## config.mk

```make
export PLATFORM = sky130hd
export DESIGN_NAME = scan_addr_gen
export DESIGN_NICKNAME = d
export VERILOG_FILES = /design/src/rtl/scan_addr_gen.sv
export SDC_FILE = /design/constraint.sdc
export NUM_CORES = 1
export LEC_CHECK = 0
export CAP_MARGIN = 20
export CORE_MARGIN = 1.5
export CORE_UTILIZATION = 35
export DETAILED_ROUTE_END_ITERATION = 6
export REMOVE_ABC_BUFFERS = 1
export SETUP_SLACK_MARGIN = 0.15
export SLEW_MARGIN = 5
export SYNTH_ARGS = -nofsm -noshare
export SYNTH_HDL_FRONTEND = slang
export SYNTH_SLANG_ARGS = --single-unit
```

## constraint.sdc

```tcl
create_clock -name clk -period 2.6 [get_ports clk]
set_clock_uncertainty 0.05 [all_clocks]
set_input_delay 0.52 -clock clk [delete_from_list [all_inputs] [get_ports clk]]
set_output_delay 0.52 -clock clk [all_outputs]
set_load 0.01 [all_outputs]
```

## src/rtl/scan_addr_gen.sv

```systemverilog
// scan_addr_gen: address sequencer for one BLK x BLK sample block.
// Emits row-major addresses (y*BLK + x) in raster or zigzag order with a
// valid/ready handshake, then pulses done for one cycle and advances to the
// next of BANKS block buffers. Back-to-back blocks are possible by issuing
// start in the done cycle.
//
// Optional feature: define SCAN_ADDR_GEN_ABORT_EN to add an abort input that
// drops an in-progress scan back to idle without a done pulse and without
// advancing the bank.
//
// state  | meaning
// -------+-------------------------------------------------------------
// S_IDLE | waiting for start; outputs quiet
// S_SCAN | presenting addresses; one step per accepted beat
// S_DONE | single-cycle block-complete pulse; start accepted here too
module scan_addr_gen #(
    parameter int BLK   = 8,
    parameter int BANKS = 2,
    localparam int LW   = $clog2(BLK),
    localparam int AW   = 2 * LW,
    localparam int BW   = (BANKS > 1) ? $clog2(BANKS) : 1
) (
    input  logic          clk,
    input  logic          rst,
    input  logic          start,
    input  logic          mode,
    input  logic          ready,
`ifdef SCAN_ADDR_GEN_ABORT_EN
    input  logic          abort,
`endif
    output logic          valid,
    output logic [AW-1:0] addr,
    output logic [BW-1:0] bank,
    output logic          last,
    output logic          busy,
    output logic          done
);

    typedef enum logic [1:0] {
        S_IDLE = 2'd0,
        S_SCAN = 2'd1,
        S_DONE = 2'd2
    } state_t;

    localparam logic [LW-1:0] XY_MAX   = LW'(BLK - 1);
    localparam logic [BW-1:0] BANK_MAX = BW'(BANKS - 1);

    state_t          state_q, state_d;
    logic [LW-1:0]   x_q, x_d;
    logic [LW-1:0]   y_q, y_d;
    logic            mode_q, mode_d;
    logic [BW-1:0]   bank_q, bank_d;

    logic [LW-1:0]   x_step, y_step;
    logic [BW-1:0]   bank_inc;
    logic            at_end;
    logic            beat_acc;
    logic            abort_hit;

    assign at_end   = (x_q == XY_MAX) && (y_q == XY_MAX);
    assign beat_acc = (state_q == S_SCAN) && ready;

`ifdef SCAN_ADDR_GEN_ABORT_EN
    assign abort_hit = (state_q == S_SCAN) && abort;
`else
    assign abort_hit = 1'b0;
`endif

    // Next bank index; with a single bank this stays at zero.
    always_comb begin
        bank_inc = bank_q + BW'(1);
        if (bank_q == BANK_MAX) begin
            bank_inc = '0;
        end
    end

    // Next (x, y) position for the registered scan order.
    always_comb begin
        x_step = x_q;
        y_step = y_q;
        if (!mode_q) begin
            // Raster: walk along the row, then wrap to the next row.
            if (x_q == XY_MAX) begin
                x_step = '0;
                y_step = y_q + LW'(1);
            end else begin
                x_step = x_q + LW'(1);
            end
        end else if ((x_q[0] ^ y_q[0]) == 1'b0) begin
            // Zigzag, even anti-diagonal: travelling up-right.
            if (x_q == XY_MAX) begin
                y_step = y_q + LW'(1);
            end else if (y_q == '0) begin
                x_step = x_q + LW'(1);
            end else begin
                x_step = x_q + LW'(1);
                y_step = y_q - LW'(1);
            end
        end else begin
            // Zigzag, odd anti-diagonal: travelling down-left.
            if (y_q == XY_MAX) begin
                x_step = x_q + LW'(1);
            end else if (x_q == '0) begin
                y_step = y_q + LW'(1);
            end else begin
                x_step = x_q - LW'(1);
                y_step = y_q + LW'(1);
            end
        end
    end

    // Next-state logic: start acceptance, beat stepping, completion, abort.
    always_comb begin
        state_d = state_q;
        x_d     = x_q;
        y_d     = y_q;
        mode_d  = mode_q;
        bank_d  = bank_q;
        case (state_q)
            S_IDLE, S_DONE: begin
                if (start) begin
                    state_d = S_SCAN;
                    mode_d  = mode;
                    x_d     = '0;
                    y_d     = '0;
                end else begin
                    state_d = S_IDLE;
                end
            end
            S_SCAN: begin
                if (abort_hit) begin
                    // Abort takes priority over a last-beat acceptance.
                    state_d = S_IDLE;
                    x_d     = '0;
                    y_d     = '0;
                end else if (beat_acc) begin
                    if (at_end) begin
                        // Clear position so addr reads zero outside the scan.
                        state_d = S_DONE;
                        x_d     = '0;
                        y_d     = '0;
                        bank_d  = bank_inc;
                    end else begin
                        x_d = x_step;
                        y_d = y_step;
                    end
                end
            end
            default: begin
                state_d = S_IDLE;
                x_d     = '0;
                y_d     = '0;
            end
        endcase
    end

    // State and datapath registers.
    always_ff @(posedge clk or posedge rst) begin
        if (rst) begin
            state_q <= S_IDLE;
            x_q     <= '0;
            y_q     <= '0;
            mode_q  <= 1'b0;
            bank_q  <= '0;
        end else begin
            state_q <= state_d;
            x_q     <= x_d;
            y_q     <= y_d;
            mode_q  <= mode_d;
            bank_q  <= bank_d;
        end
    end

    assign valid = (state_q == S_SCAN);
    assign busy  = (state_q == S_SCAN);
    assign done  = (state_q == S_DONE);
    assign addr  = {y_q, x_q};
    assign bank  = bank_q;
    assign last  = (state_q == S_SCAN) && at_end;

endmodule

```

==> flow_summary.toml <==
[status]
status = "finished, final reports clean"

[finish]
nNetsFinal = 107
antenna_cells = 0
drive_above_1_share_pct = 18.28
area_growth_pct = 33.05
finalInstanceArea_um2 = 967.2

[critical_path]
path_cells = "nand2b_1, inv_1, clkdlybuf4s50_1"
reg2regPathDepth = 6
crit_arrival_ps = 1630
critPathRequiredTime_ps = 2030
crit_path_end_kind = "primary output"
r2r_slack_ps = 560
cpPeakStageDelay_ps = 570
cp_max_fo = 7
regToRegStartpoint = "y_q[0]"
critPathKind = "reg -> out"
crit_slowest_cell = "clkdlybuf4s50_1"
crit_family = "buffers and inverters"
critPathBufInv = 2
cp-start-kind = "flip-flop"
r2r-end = "x_q[1]"

[synth]
synth_cell_type_count = 30
syn-mean-instance-area_um2 = 10.10
yosys-top-cells-count = "dfrtp_1 (10), inv_1 (9), ha_1 (8)"
synth_edf_count = 0
async_flop_share_pct = 100.0
yosysWarnings = 0
yosys.area.top_type = "dfrtp_1"
synth_area_leaders = "dfrtp_1 (34%), ha_1 (14%), mux2i_1 (6.9%), mux2_2 (6.2%), inv_1 (4.6%)"
syn_area_um2 = 726.9
yosysSeqAreaShare_pct = 34.42
synth_most_common_cell = "dfrtp_1"
synth-seq-cells = 10
synth_top_flop_cell = "dfrtp_1"
synthCells = 72
synth_top_area_share_pct = 34.42

[clock_tree]
cts_buffer_depth = 2
cts_hold_buf = 0
path_clk_slew_ps = 70
cts_tree = "done"
cts_buffers = 3
htree_levels = 1
cts.sinks = 10
clk_latency_ps = 280
root_buffer = "clkbuf_4"

[timing]
whs_ps = 425.6
setup_viol = 0
fin_tns_setup_ps = 0
fin_crit_sh_pct = 84.74
grt_setup_unrepaired = "no"
max_clock_freq_mhz = 453.9
hold_viol = 0
fin_ws_ps = 396.7
maxSlewViolCount = 0
fin_crit_ps = 2203
slew_headroom_pct = 63.94
worst_pin_slew_ps = 539.1

[floorplan]
start_util_pct = 37.05
rows = 16
die_w_um = 48.58
dieArea_mm2 = 0.002360
io_pins = 16
die_y_um = 48.58
core_area_mm2 = 0.001962

[global_routing]
overflow = 0
antenna_found_initial = 0
grt_pass1_vias = 540
grt_max_degree = 11
grt_pass1_wl_um = 2442
grtUsageTotal_pct = 13.75

[power_and_ir_drop]
peakVddDrop_uv = 619.6
power_density_mw_per_mm2 = 1246
p_leak_nw = 0.4938
p_total_mw = 1.205

[drt]
dr_total_vias = 599
drt_wl_total_um = 1514
wl_per_cell_um = 12.62
drc = 0
drt-pass1-iter-count = 4
post_drt_via_cell_ratio = 4.992
ant_nets = 0
drt_iter0_markers = 7

[placed_design]
pre_cts_ws_ps = 345.6
port_buffers = 15
dpl.hpwl_um = 1111
dpl_cell_area_um2 = 903.4
gp_congestion = 0.7581

[min_path]
min_to = "bank"
min_from = "bank"
hold_path.class = "reg -> reg"
hold_depth = 1

[flow_run]
cap_violations = 0
-- stage by stage --
stage	utilization, %	instances
2_1_floorplan	-	71
3_5_place_dp	46.05	113
3_3_place_gp	46.05	113
5_1_grt	49.30	120
6_report	49.30	120
4_1_cts	48.79	119
-- power breakdown --
| group | leakage (nW) | internal [mW] | switching (mW) |
|---|---|---|---|
| logic | 0.352 | 0.410 | 0.371 |
| clock network | 0.0210 | 0.0853 | 0.0629 |
| registers | 0.121 | 0.223 | 0.0535 |
-- per-layer routing --
layer / track usage, % / vias to the layer above / wire, µm
met1: 18.11 / 278 / 765
met2: 20.14 / 19 / 633
met3: 5.247 / 5 / 85
met5: 0 / - / 0
met4: 5.714 / 0 / 29
li1: - / 297 / -
-- registers in the layout, summed over array words and instances, names as in the netlist --
signal / count
x_q: 3
mode_q: 1
state_q: 2
bank: 1
y_q: 3
-- placed cells by master (no fill, tap or decap), types with 4 or more instances in the layout --
| cell type | n |
|---|---|
| clkdlybuf4s50_1 | 14 |
| dfrtp_1 | 10 |
| inv_1 | 9 |
| ha_1 | 7 |
| mux2i_1 | 5 |
| mux2_2 | 4 |
-- kinds of logic (layout without fill, tap and decap cells) --
group                      Yosys count  after routing  share of synthesized area, %
AOI/OAI and AO/OA                   15             15                         15.49
xor gates and xnor gates             4              4                         4.820
adders and majority gates            8              8                         13.77
buffers and inverters               10             31                         5.680
DFF                                 10             10                         34.42
muxes                                9              9                         13.08
and+or+nand+nor                     16             16                         12.74
-- timing repair --
action,in CTS,in global routing
gates resized for setup,1,1
buffers inserted,2,1
hold endpoints to repair,0,0
endpoints found under the setup margin,1,1
-- final cells by class --
| type | count | area, µm² |
|---|---|---|
| sequential | 10 | 250.2 |
| fill | 200 | 994.7 |
| inverter | 9 | 33.78 |
| tap | 27 | 33.78 |
| clock buffer | 4 | 36.28 |
| multi-input combinational | 52 | 437.9 |
| timing repair buffer | 18 | 175.2 |
-- worst max-delay path by stage --
| stage | from | endpoint | cells past startpoint |
|---|---|---|---|
| 2_1_floorplan | y_q[0] | x_q[1] | 6 |
| 3_3_place_gp | x_q[0] | last | 5 |
| 3_5_place_dp | x_q[0] | last | 5 |
| 4_1_cts | y_q[1] | last | 5 |
| 5_1_grt | state_q[1] | busy | 3 |
| 6_report | state_q[1] | busy | 3 |
Power figures use the tool's default switching activity.
